<file path="src/rtl/solver_pkg.sv">
// Shared constants, state type and frame-length helper for the Solver input packer.
package solver_pkg;

  localparam int unsigned CHAR_W    = 6;
  localparam int unsigned RAW_CHARS = 10;
  localparam int unsigned ENC_CHARS = 13;
  localparam int unsigned RAW_W     = CHAR_W * RAW_CHARS;
  localparam int unsigned ENC_W     = CHAR_W * ENC_CHARS;
  localparam int unsigned CNT_W     = 16;

  localparam logic MODE_ENC = 1'b0;
  localparam logic MODE_DEC = 1'b1;

  typedef enum logic [1:0] {
    ST_IDLE = 2'd0,
    ST_FILL = 2'd1,
    ST_HOLD = 2'd2
  } state_t;

  // Characters per frame for the given mode.
  function automatic logic [3:0] frame_chars(input logic mode);
    return (mode == MODE_ENC) ? 4'(RAW_CHARS) : 4'(ENC_CHARS);
  endfunction

endpackage

</file>
<file path="src/rtl/solver_frame_packer_char_counter.sv">
// Character counter for one frame: load to 1 on SOF, increment on each further char,
// flags when the next increment completes the frame for the current mode.
module frame_char_counter
  import solver_pkg::*;
(
  input  logic clk,
  input  logic rst,
  input  logic load,
  input  logic inc,
  input  logic mode,
  output logic last
);

  logic [3:0] cnt_q, cnt_d;

  // Next count: SOF restarts at one, otherwise count accepted chars.
  always_comb begin
    cnt_d = cnt_q;
    if (load)     cnt_d = 4'd1;
    else if (inc) cnt_d = cnt_q + 4'd1;
  end

  // Count register.
  always_ff @(posedge clk) begin
    if (rst) cnt_q <= '0;
    else     cnt_q <= cnt_d;
  end

  assign last = (cnt_q == (frame_chars(mode) - 4'd1));

endmodule

</file>
<file path="src/rtl/solver_frame_packer.sv">
// Packs 6-bit characters into 60-bit raw or 78-bit encrypted Solver words and holds
// each finished word under a valid/ready handshake.
module solver_frame_packer
  import solver_pkg::*;
(
  input  logic               Clk,
  input  logic               Rst,
  input  logic               in_valid,
  output logic               in_ready,
  input  logic [CHAR_W-1:0]  in_char,
  input  logic               in_sof,
  input  logic               in_mode,
  output logic               out_valid,
  input  logic               out_ready,
  output logic               out_mode,
  output logic [RAW_W-1:0]   raw_data,
  output logic [ENC_W-1:0]   enc_data,
  output logic               frame_err,
  output logic [CNT_W-1:0]   frame_count
);

  state_t             state_q, state_d;
  logic [ENC_W-1:0]   shreg_q, shreg_d;
  logic               out_valid_q, out_valid_d;
  logic               mode_q, mode_d;
  logic               err_q, err_d;
  logic [CNT_W-1:0]   fcnt_q, fcnt_d;
  logic               cnt_load, cnt_inc, cnt_last;
  logic               beat, handoff;

  assign in_ready = (state_q != ST_HOLD);
  assign beat     = in_valid & in_ready;
  assign handoff  = out_valid_q & out_ready;

  frame_char_counter u_cnt (
    .clk  (Clk),
    .rst  (Rst),
    .load (cnt_load),
    .inc  (cnt_inc),
    .mode (mode_q),
    .last (cnt_last)
  );

  // Next-state, packing and handshake logic.
  always_comb begin
    state_d     = state_q;
    shreg_d     = shreg_q;
    out_valid_d = out_valid_q;
    mode_d      = mode_q;
    err_d       = 1'b0;
    fcnt_d      = fcnt_q;
    cnt_load    = 1'b0;
    cnt_inc     = 1'b0;
    case (state_q)
      ST_IDLE: begin
        if (beat) begin
          if (in_sof) begin
            mode_d   = in_mode;
            shreg_d  = {{(ENC_W-CHAR_W){1'b0}}, in_char};
            cnt_load = 1'b1;
            state_d  = ST_FILL;
          end else begin
            err_d = 1'b1;
          end
        end
      end
      ST_FILL: begin
        if (beat) begin
          if (in_sof) begin
            // Mid-frame SOF: abandon the partial word and restart on this char.
            mode_d   = in_mode;
            shreg_d  = {{(ENC_W-CHAR_W){1'b0}}, in_char};
            cnt_load = 1'b1;
            err_d    = 1'b1;
          end else begin
            shreg_d = {shreg_q[ENC_W-CHAR_W-1:0], in_char};
            cnt_inc = 1'b1;
            if (cnt_last) begin
              state_d     = ST_HOLD;
              out_valid_d = 1'b1;
            end
          end
        end
      end
      ST_HOLD: begin
        if (handoff) begin
          out_valid_d = 1'b0;
          fcnt_d      = fcnt_q + CNT_W'(1);
          state_d     = ST_IDLE;
        end
      end
      default: begin
        state_d     = ST_IDLE;
        out_valid_d = 1'b0;
      end
    endcase
  end

  // State and output registers.
  always_ff @(posedge Clk) begin
    if (Rst) begin
      state_q     <= ST_IDLE;
      shreg_q     <= '0;
      out_valid_q <= 1'b0;
      mode_q      <= MODE_ENC;
      err_q       <= 1'b0;
      fcnt_q      <= '0;
    end else begin
      state_q     <= state_d;
      shreg_q     <= shreg_d;
      out_valid_q <= out_valid_d;
      mode_q      <= mode_d;
      err_q       <= err_d;
      fcnt_q      <= fcnt_d;
    end
  end

  assign out_valid   = out_valid_q;
  assign out_mode    = mode_q;
  assign raw_data    = shreg_q[RAW_W-1:0];
  assign enc_data    = shreg_q;
  assign frame_err   = err_q;
  assign frame_count = fcnt_q;

endmodule

</file>
<file path="config.mk">
export PLATFORM = sky130hd
export DESIGN_NAME = solver_frame_packer
export DESIGN_NICKNAME = d
export VERILOG_FILES = /design/src/rtl/solver_pkg.sv /design/src/rtl/solver_frame_packer_char_counter.sv /design/src/rtl/solver_frame_packer.sv
export SDC_FILE = /design/constraint.sdc
export NUM_CORES = 1
export LEC_CHECK = 0
export CORE_MARGIN = 5
export CORE_UTILIZATION = 40
export CTS_CLUSTER_SIZE = 12
export DETAILED_ROUTE_END_ITERATION = 8
export HOLD_SLACK_MARGIN = 0.06
export PLACE_DENSITY = 0.75
export RECOVER_POWER = 100
export SLEW_MARGIN = 30
export SYNTH_ARGS = -nofsm -noshare
export SYNTH_HDL_FRONTEND = slang
export SYNTH_SLANG_ARGS = --single-unit
</file>
<file path="constraint.sdc">
create_clock -name Clk -period 2 [get_ports Clk]
set_input_delay 0.2 -clock Clk [delete_from_list [all_inputs] [get_ports Clk]]
set_output_delay 0.2 -clock Clk [all_outputs]
set_load 0.1 [all_outputs]
</file>
; ---- Word-level counts from Yosys, hierarchy flattened
; Cells that the tools add are included.
[totals]
regBits = 103
input_bits = 12
out_inout_bits = 158
wordCells = 61
[classes]
addsub = 3
eq_ne = 10
muxes = 27
bitwise = 3
n_reduce_logical = 10
[op_table]
columns = operator, count
row1 = 78-bit 2-to-1 mux, 4
row2 = 78-bit case mux with 2 select lines, 1
row3 = "16-bit by 1-bit adder with 16-bit output, second input constant", 1
row4 = "2-bit != test, second input constant", 7
row5 = 1-bit 2-to-1 mux, 12
row6 = 2-bit 2-to-1 mux, 6
row7 = 2-bit case mux with 3 select lines, 1
row8 = 6-bit AND reduction, 1
row9 = 5-bit AND reduction, 1
row10 = "4-bit by 1-bit adder with 4-bit output, second input constant", 1
row11 = 4-bit == test, 1
row12 = 4-bit AND reduction, 1
row13 = 2-bit nonzero test, 2
row14 = 2-bit OR reduction, 2
row15 = "4-bit by 1-bit subtractor with 4-bit output, second input constant", 1
row16 = 3-bit 2-to-1 mux, 1
row17 = 1-bit case mux with 3 select lines, 1
row18 = 3-bit AND reduction, 1
row19 = 1-bit bitwise AND, 2
row20 = "2-bit by 1-bit == test with 1-bit output, second input constant", 1
row21 = "2-bit == test, second input constant", 1
row22 = 2-bit logical NOT, 1
row23 = 1-bit case mux with 2 select lines, 1
row24 = 2-bit AND reduction, 1
row25 = 1-bit inverter, 1

; ---- Logic depth before layout (Yosys ltp)
; Gate-level depths: netlist of run 1.
[logic_depth]
depth_word = 7
mapped_depth = 6
ltp_nobuf = 5

; ---- Hierarchy
; From an unflattened synthesis of run 1, not the netlist that was laid out.
[hier_totals]
cells_unflattened = 453
hier_area_um2 = 4199.0
[modules_own_cells]
columns = module, instances, cells_per_inst, area_per_inst_um2, seq_area_each_um2
row1 = solver_frame_packer, 1, 432, 3991.3, 1981.9
row2 = frame_char_counter, 1, 21, 207.7, 80.1

; ---- Least setup slack after synthesis of run 1
; No wires, ideal clock.
[synth_path]
kind = register to register
startpoint = register fcnt_q[0] (netlist: frame_count[0])
endpoint = register fcnt_q[15] (netlist: frame_count[15])
setup_ps = 70
t_arrival_ps = 2327
t_required_ps = 1930
path_slack_ps = -397
stages_incl_launch_ff = 5
path_buffers = 0
synth_period_minus_slack_ps = 2397
cell_sequence = dfxtp_1 -> nand3_1 -> or4_4 -> or3_1 -> a21oi_1
[synth_via]
elab_chain_cells = 1
[synth_rtl]
columns = item, line
row1 = "start, declared", solver_frame_packer.sv:27  ; logic [CNT_W-1:0] fcnt_q, fcnt_d;
row2 = "start signal, assigned", solver_frame_packer.sv:114  ; fcnt_q <= fcnt_d;
row3 = 16-bit by 1-bit adder with 16-bit output, solver_frame_packer.sv:88  ; fcnt_d = fcnt_q + CNT_W'(1);
; No other way between the ends.
; A chain may end at the register's enable or synchronous reset.

; ---- Worst setup path in the final report of run 1
[layout_path]
startpoint = register state_q[1]
endpoint = register fcnt_q[15] (netlist: frame_count[15])
[layout_via]
elab_chain_cells = 2
[layout_rtl]
columns = item, line
row1 = "start, declared", solver_frame_packer.sv:22  ; state_t state_q, state_d;
row2 = "start signal, assigned", solver_frame_packer.sv:109  ; state_q <= state_d;
row3 = 2-bit == test, solver_frame_packer.sv:54  ; case (state_q)
row4 = 2-bit AND reduction (no source line), --
; No other way between the ends.

==> results.md, run 1 <==
Run status:
- The run finished with clean final reports.

Detailed routing:
- The final layout contains routed wiring with a total length of 10800 um.
- Before antenna repair, the detailed router went through 5 iterations.
- Dividing the detail-routed wire length by the instance count gives 15.6 um.
- Summing over every cut layer, the via total after detailed routing is 3521.
- The via density per instance is 5.10.
- After the first detailed-routing iteration, the DRC count stood at 188.
- For this run, design rule violations remaining after detail routing come to 0.
- The number of nets with antenna violations after detailed routing is 0.

Floorplanning:
- In this run the standard cell core region covers 0.0102 mm^2.
- The horizontal die dimension is 112 um.
- The number of placed I/O pins is 170.
- The floorplan row count is 37.
- The die is 112 um tall.
- The floorplan step defined a die boundary enclosing 0.0126 mm^2.
- The initial utilization of the core area, before any placement, comes to 0.408.

Setup path:
- The critical path contains buffers and inverters numbering 0 combined.
- The slowest cell on the critical path is or4_1.
- The delay of the slowest cell on the worst path is 0.61 ns.
- The endpoint class of the critical path is a flop.
- Walking the worst path, the cells encountered are nand4b_2 -> or4_1 -> or3_1 -> a21oi_1.
- The critical path runs through a total of 4 cells.
- The category of the most critical setup path is reg -> reg.
- Data on the critical path arrives at its endpoint at 2.07 ns.
- The worst register-to-register path has a depth of 4.
- The cell family contributing the most delay on the critical path is simple AND/OR/NAND/NOR gates.
- The worst setup path is launched from a flop.
- For the worst setup path, the data required time is 2.29 ns.
- The critical-path maximum fanout is 7.

GRT:
- The total global routing overflow is 0.
- Entering global routing, the biggest net connects 49 pins.
- The number of antenna violations at the first check in global routing is 0.
- The first global-routing pass estimated 17600 um of wire.
- The overall fraction of global-route tracks in use is 0.167.
- The number of global-route vias before repair is 3380.

Clocking:
- The clock latency reported for the late side of the worst-skew pair is 0.35 ns.
- The H-tree was split into 3 levels.
- The clock transition time at the flip-flop clock pins of the worst setup and hold paths is 0.10 ns.
- Buffers inserted during clock tree synthesis total 9.
- In this run, post-CTS repair resized a total of 0 instances.
- The maximum buffer depth of the clock tree is 2.
- The clock sink count is 103.
- The clock tree from TritonCTS is built.
- The count of hold-fix buffers inserted at cts is 0.
- Post-CTS timing repair inserted 0 buffers for setup.
- In this run the clock root is driven by a clkbuf_8.

STA:
- Based on the critical path, the design can be clocked at up to 563 MHz.
- Of the available clock period, the critical path in the final layout requires 0.889.
- For the pin with the worst max-slew slack, the measured transition is 0.570 ns.
- The final max-slew violation count was 0.
- The worst pin sits at a relative slew slack of 0.622.
- The clock period could shrink to 1.78 ns.
- The post-route clock skew is 0.0118 ns.
- The number of hold violations in the final report is 0.
- Setup repair after global routing left no endpoint under its margin.
- The number of setup violations in the final report is 0.

Logic synthesis:
- The number of synthesized register bits is 103.
- The most instantiated flip-flop cell in the synthesis netlist is dfxtp_1.
- The total of warnings raised by yosys is 0.
- The number of enable flip-flop cells after synthesis is 0.
- The leading area contributor after synthesis is dfxtp_1.
- The number of unique standard cell types used by synthesis is 38.
- The register area share after synthesis is 0.494.
- The net count after synthesis is 466.
- The share of synthesized area in the top cell type comes to 0.494.
- The mapped netlist covers 0.00417 mm^2.
- Of all flip-flops after synthesis, the portion carrying an async set or reset was 0.
- The number of standard cells after synthesis is 452.
- A synthesized cell averages 9.23 um^2.
- In the post-synthesis netlist, the biggest area contributors are dfxtp_1, a22oi_1, buf_4.

Power:
- The worst IR drop on VDD is 409 uV.
- Power comes to 3.76 mW.
- The leakage power figure is 2.18 nW.
- The power density relative to cell area is 760 mW/mm^2.

Layout:
- The share of final-layout standard cells stronger than drive strength 1 is 0.353.
- Once layout is complete, the utilization of the core stands at 0.484.
- The area added between synthesis and finish is 18.8%.
- With fillers left out, the area of the finished cells amounts to 0.00495 mm^2.
- The filler cells instantiated in the layout total 1036.
- After the last flow step, the layout net total stands at 565.
- The total inserted antenna cells is 0.

Placement:
- The congestion estimate from routability-driven global placement came to 0.777.
- Summed over all nets, the half-perimeter wirelength after detailed placement is 7660 um.
- The count of port buffers added during placement is 169.
- The area after detailed placement is 0.00521 mm^2.

Worst hold path:
- The classification of the worst-slack hold path is in -> reg.
- The worst hold path passes through 2 cells.

Run:
- The number of max-capacitance violations reported is 0.
-- worst reg2reg max path, stage by stage (launching register included) --
cell and delay (ns):
dfxtp_1 0.45, nand4b_2 0.14, or4_1 0.61, or3_1 0.37, a21oi_1 0.14
-- flip-flops by register name (all words and copies together) (netlist names) --
signal,flops
frame_count,16
frame_err,1
out_valid,1
enc_data,78
out_mode,1
u_cnt.cnt_q,4
state_q,2
-- placed cells by master (no fill, tap or decap), types with 2 or more instances in the layout --
master           instances
clkbuf_2               159
nor2_1                  95
dfxtp_1                 90
a22oi_1                 72
dfxtp_2                 13
nand2_1                 12
clkdlybuf4s50_1         10
xnor2_1                  9
clkbuf_8                 9
o21ai_0                  8
mux2i_1                  8
a21oi_1                  8
nand3_1                  6
or3_1                    4
xor2_1                   4
nor4_1                   4
buf_4                    4
nor3_1                   3
nand4_1                  3
inv_1                    3
clkbuf_4                 3
nand2b_1                 2
nand4b_1                 2
ha_1                     2
clkbuf_1                 2
bufinv_16                2
-- through the flow --
stage               hold slack [ns]  setup TNS (ns)  cells  worst slack (ns)
detailed placement            0.469               0    676           0.00219
global placement              0.465               0    676            0.0287
floorplan                     0.340        -0.00330    452          -0.00330
finish                        0.170               0    691             0.222
global route                  0.179               0    691            0.0821
CTS                           0.159               0    691             0.264
-- synthesized netlist by cell type, types with 2 or more instances --
| master | instances |
|---|---|
| nand4_1 | 3 |
| dfxtp_1 | 103 |
| nor2_1 | 95 |
| xnor2_1 | 9 |
| buf_2 | 3 |
| xor2_1 | 4 |
| or3_1 | 4 |
| buf_1 | 3 |
| nor4_1 | 4 |
| o21ai_0 | 7 |
| a22oi_1 | 72 |
| nor3_1 | 3 |
| inv_1 | 3 |
| clkbuf_1 | 23 |
| nand3_1 | 6 |
| nand2_1 | 12 |
| a21oi_1 | 8 |
| ha_1 | 2 |
| nand4b_1 | 2 |
| buf_4 | 60 |
| nand2b_1 | 2 |
| mux2i_1 | 8 |
-- worst paths after layout --
kind                                  from               to  slack [ns]
worst max-delay path            state_q[1]  frame_count[15]        0.22
worst min-delay path                   Rst         out_mode        0.17
worst max register to register  state_q[1]  frame_count[15]        0.22
worst min register to register    out_mode         out_mode        0.48
-- layout make-up --
| type | count | area [um^2] | share of cell area |
|---|---|---|---|
| multi-input combinational | 256 | 1510 | 0.305 |
| sequential | 103 | 2080 | 0.420 |
| timing repair buffer | 178 | 972 | 0.196 |
| tap | 136 | 170 | 0.0344 |
| clock buffer | 10 | 128 | 0.0258 |
| clock inverter | 5 | 82.6 | 0.0167 |
| inverter | 3 | 11.3 | 0.00227 |
-- power breakdown --
group / switching (mW) / internal (mW) / total (mW)
logic: 0.231 / 0.0641 / 0.295
registers: 0.0119 / 2.06 / 2.07
clock network: 0.689 / 0.705 / 1.39
-- kinds of logic after synthesis --
kind of cell	Yosys count	synth area share
flops	103	0.494
xor+xnor	13	0.0273
simple gates	141	0.155
mux	9	0.0219
compound gates	91	0.155
buf+inv	93	0.140
fa+ha+maj	2	0.00600
-- layer usage --
layer | share of wire | vias up | global-route usage
met3 | 0.068 | 10 | 0.0377
met2 | 0.48 | 114 | 0.275
li1 | - | 1700 | -
met5 | 0 | - | 0
met4 | 0.011 | 0 | 0.0433
met1 | 0.44 | 1697 | 0.224
Power figures use the tool's default switching activity.
==> inputs of run 2 (changes only) <==
--- a/config.mk
+++ b/config.mk
@@ -7,4 +7,7 @@
 export LEC_CHECK = 0
+export CAP_MARGIN = 20
+export CELL_PAD_IN_SITES_DETAIL_PLACEMENT = 0
+export CELL_PAD_IN_SITES_GLOBAL_PLACEMENT = 1
 export CORE_MARGIN = 5
-export CORE_UTILIZATION = 40
+export CORE_UTILIZATION = 31
 export CTS_CLUSTER_SIZE = 12
@@ -12,3 +15,3 @@
 export HOLD_SLACK_MARGIN = 0.06
-export PLACE_DENSITY = 0.75
+export PLACE_DENSITY_LB_ADDON = 0.1
 export RECOVER_POWER = 100
--- a/constraint.sdc
+++ b/constraint.sdc
@@ -3,2 +3,2 @@
 set_output_delay 0.2 -clock Clk [all_outputs]
-set_load 0.1 [all_outputs]
+set_load 0.05 [all_outputs]
==> run 2 against run 1 <==
Against the previous run: combinational power decreased by 17%; worst setup slack worse by 0.12 ns; critical path type is now reg -> out; die area grew 26%; flip-flop and latch count unchanged; critical endpoint is now enc_data[41].
==> results.md, run 2 (same netlist as run 1, synthesis figures left out) <==
Clocking:
- The maximum buffer depth of the clock tree is 2 (unchanged).
- The tree is rooted in a clkbuf_16.
- The post-CTS setup buffer count is 0 (unchanged).
- The clock transition time at the flip-flop clock pins of the worst setup and hold paths came to 0.07 ns (-0.03 ns).
- The clock latency reported for the late side of the worst-skew pair came to 0.34 ns (about the same).
- The count of hold-fix buffers inserted at cts is 0 (unchanged).
- The clock tree from TritonCTS is built.
- The number of gates resized after CTS is 0 (unchanged).
- The H-tree depth is 3 (unchanged).
- The clock sink count came to 103 (unchanged).
- The CTS buffer count is 9 (unchanged).

GRT:
- The maximum number of pins on one net before global-route repair is 62 (+27%).
- The met3 global-route usage is 0.0428 (+0.00502).
- The number of antenna violations at the first check in global routing is 0 (unchanged).
- The number of global-route vias before repair was 3517 (+4.1%).
- The total global routing overflow is 0 (unchanged).
- The busiest layer in global routing is met2.
- The overall fraction of global-route tracks in use is 0.141 (-0.0266).
- The global routing usage on met1 is 0.185 (-0.0388).
- The first-pass GRT wire length is 18300 um (+4.4%).
- The met2 layer usage reported by global route is 0.218 (-0.0564).

Floorplanning:
- The area of the die is 0.0159 mm^2 (+26%).
- The floorplan row count is 42 (+14%).
- The floorplan core area came to 0.0132 mm^2 (+29%).
- The number of placed I/O pins is 170 (unchanged).
- The die span in y is 126 um (+12%).
- The horizontal die dimension is 126 um (+12%).
- The effective utilization at floorplan is 0.315 (-0.0927).

Layout:
- The post-layout net count is 565 (unchanged).
- The total inserted antenna cells is 0 (unchanged).
- The flip-flop count of the largest register, all copies and words added is 78 (unchanged).
- The final design utilization came to 0.446 (-0.0376).
- The area added between synthesis and finish is 41.8%.
- The number of fill cells in the layout is 1321 (+28%).
- In the layout the commonest cells are dlygate4sd3_1, dfxtp_1, nor2_1.
- The share of final-layout standard cells stronger than drive strength 1 is 0.0486 (-0.305).
- Leaving out fill and tap cells, the most frequent cell in the layout is dlygate4sd3_1.

Run status:
- The flow ran to the end, and the final reports show no timing, DRC or antenna violations.

STA:
- The number of hold violations in the final report came to 0 (unchanged).
- The top achievable clock speed is 527 MHz (-6.2%).
- Setup repair after global routing left no endpoint under its margin.
- The normalized max-slew margin is 0.606 (-0.0156).
- The final total negative setup slack came to 0 ns (unchanged).
- The post-route clock skew is 0.00550 ns (-0.00632 ns).
- The final max-slew violation count is 0 (unchanged).
- The final clock period utilization by the worst path is 0.948 (+0.0592).
- The number of setup violations in the final report is 0 (unchanged).
- The slew at the pin closest to its max-slew limit is 0.593 ns (+0.0235 ns).
- The minimum clock period came to 1.90 ns (+0.118 ns).

Setup path:
- In this run the critical register-to-register path is launched from state_q[1].
- STA classifies the critical path startpoint as a flop.
- The critical-path maximum fanout is 4 (-3).
- The required time at the endpoint of the critical path is 1.80 ns (-0.49 ns).
- The buffering stage count on the worst path with inverters included came to 1 (+1).
- The delay of the slowest cell on the worst path was 0.91 ns (+0.30 ns).
- The endpoint class of the critical path is an output pin.
- Among all stages on the critical path, the largest delay is contributed by dlygate4sd3_1.
- The critical path goes through dlygate4sd3_1.
- In this run the worst setup path begins at enc_data[41].
- The critical path is of the reg -> out type.
- The largest delay contributor family on the critical path is buffers and inverters.
- The signal arrival time at the worst endpoint was 1.70 ns (-0.37 ns).

Detailed routing:
- The via density per instance came to 4.77 (-6.5%).
- The total length of routed wires is 11500 um (+6.6%).
- The total vias in the final route is 3489 (-0.91%).
- The number of optimization iterations in the first detailed-route pass is 4 (-1).
- The iteration-0 DRC count of the detailed router was 202 (+7.4%).
- The average wire length per cell after detail routing came to 15.7 um (+0.61%).
- The number of nets with antenna violations after detailed routing is 0 (unchanged).
- The number of remaining DRC errors was 0 (unchanged).

Power:
- The leakage power figure is 2.60 nW (+19%).
- The combinational share of power is 0.058 (-0.020).
- The power density relative to cell area came to 713 mW/mm^2 (-6.2%).
- The fraction of power spent switching nets is 0.216 (-0.0315).
- The clock share of power was 0.449 (+0.079).
- The proportion of power drawn by flip-flops and latches is 0.493 (-0.058).
- The internal power is 3.30 mW (+17%).
- The worst IR drop on VDD is 313 uV (-23%).
- The net switching power was 0.911 mW (-2.2%).

Placement:
- The last weighted congestion value of the routability-driven placer is 0.747 (-3.9%).
- The count of port buffers added during placement was 169 (unchanged).
- The HPWL after detailed placement is 7920 um (+3.3%).

Worst hold path:
- The startpoint of the lowest-slack hold path is Rst.
- In this run the worst hold path is classified as in -> reg.

Run:
- The number of max-capacitance violations reported is 0 (unchanged).
[run 2: cell types whose count changed in the layout (fill, tap and decap cells not counted), sizes merged]
cell / delta
clkbuf: -156
clkdlybuf4s50: +1
dlygate4sd3: +156
inv: -1
buf: +2
clkinv: -1
[run 2: routing by layer]
layer | vias to the layer above | routed length, um
met2 | 115 | 5190
li1 | 1705 | -
met4 | 0 | 182
met1 | 1656 | 5450
met5 | - | 0
met3 | 13 | 697
[run 2: power by group through the flow]
stage	Sequential [mW]	Combinational [mW]	Clock [mW]
after floorplan	2.15	0.143	0
after global placement	2.13	0.259	0
after detailed placement	2.13	0.260	0
after CTS	2.08	0.261	1.96
after global routing	2.08	0.261	2.03
final	2.08	0.244	1.89
[run 2: path summary, 6_finish.rpt]
| check | slack (ns) | end | cells after the start |
|---|---|---|---|
| setup / recovery | 0.10 | enc_data[41] | 1 |
| setup reg to reg | 0.22 | enc_data[1] | 5 |
| hold reg to reg | 0.49 | enc_data[76] | 2 |
| hold / removal | 0.16 | out_mode | 2 |
[run 2: cell type report]
class	instances	area [um^2]	area share
sequential	103	2060	0.349
clock inverter	3	65.1	0.0110
inverter	3	11.3	0.00190
tap	176	220	0.0372
timing repair buffer	178	1760	0.298
clock buffer	13	260	0.0440
multi-input combinational	256	1530	0.259
[run 2: stage by stage]
stage / power, mW / worst slack, ns / hold slack (ns) / std cells / area, um^2
2_1_floorplan: 2.30 / 0.00326 / 0.344 / 452 / 4170
3_3_place_gp: 2.39 / 0.0213 / 0.476 / 716 / 5620
3_5_place_dp: 2.39 / -0.00259 / 0.487 / 716 / 5620
4_1_cts: 4.30 / 0.123 / 0.158 / 732 / 5950
5_1_grt: 4.38 / 0.0495 / 0.172 / 732 / 5910
6_report: 4.21 / 0.104 / 0.160 / 732 / 5910
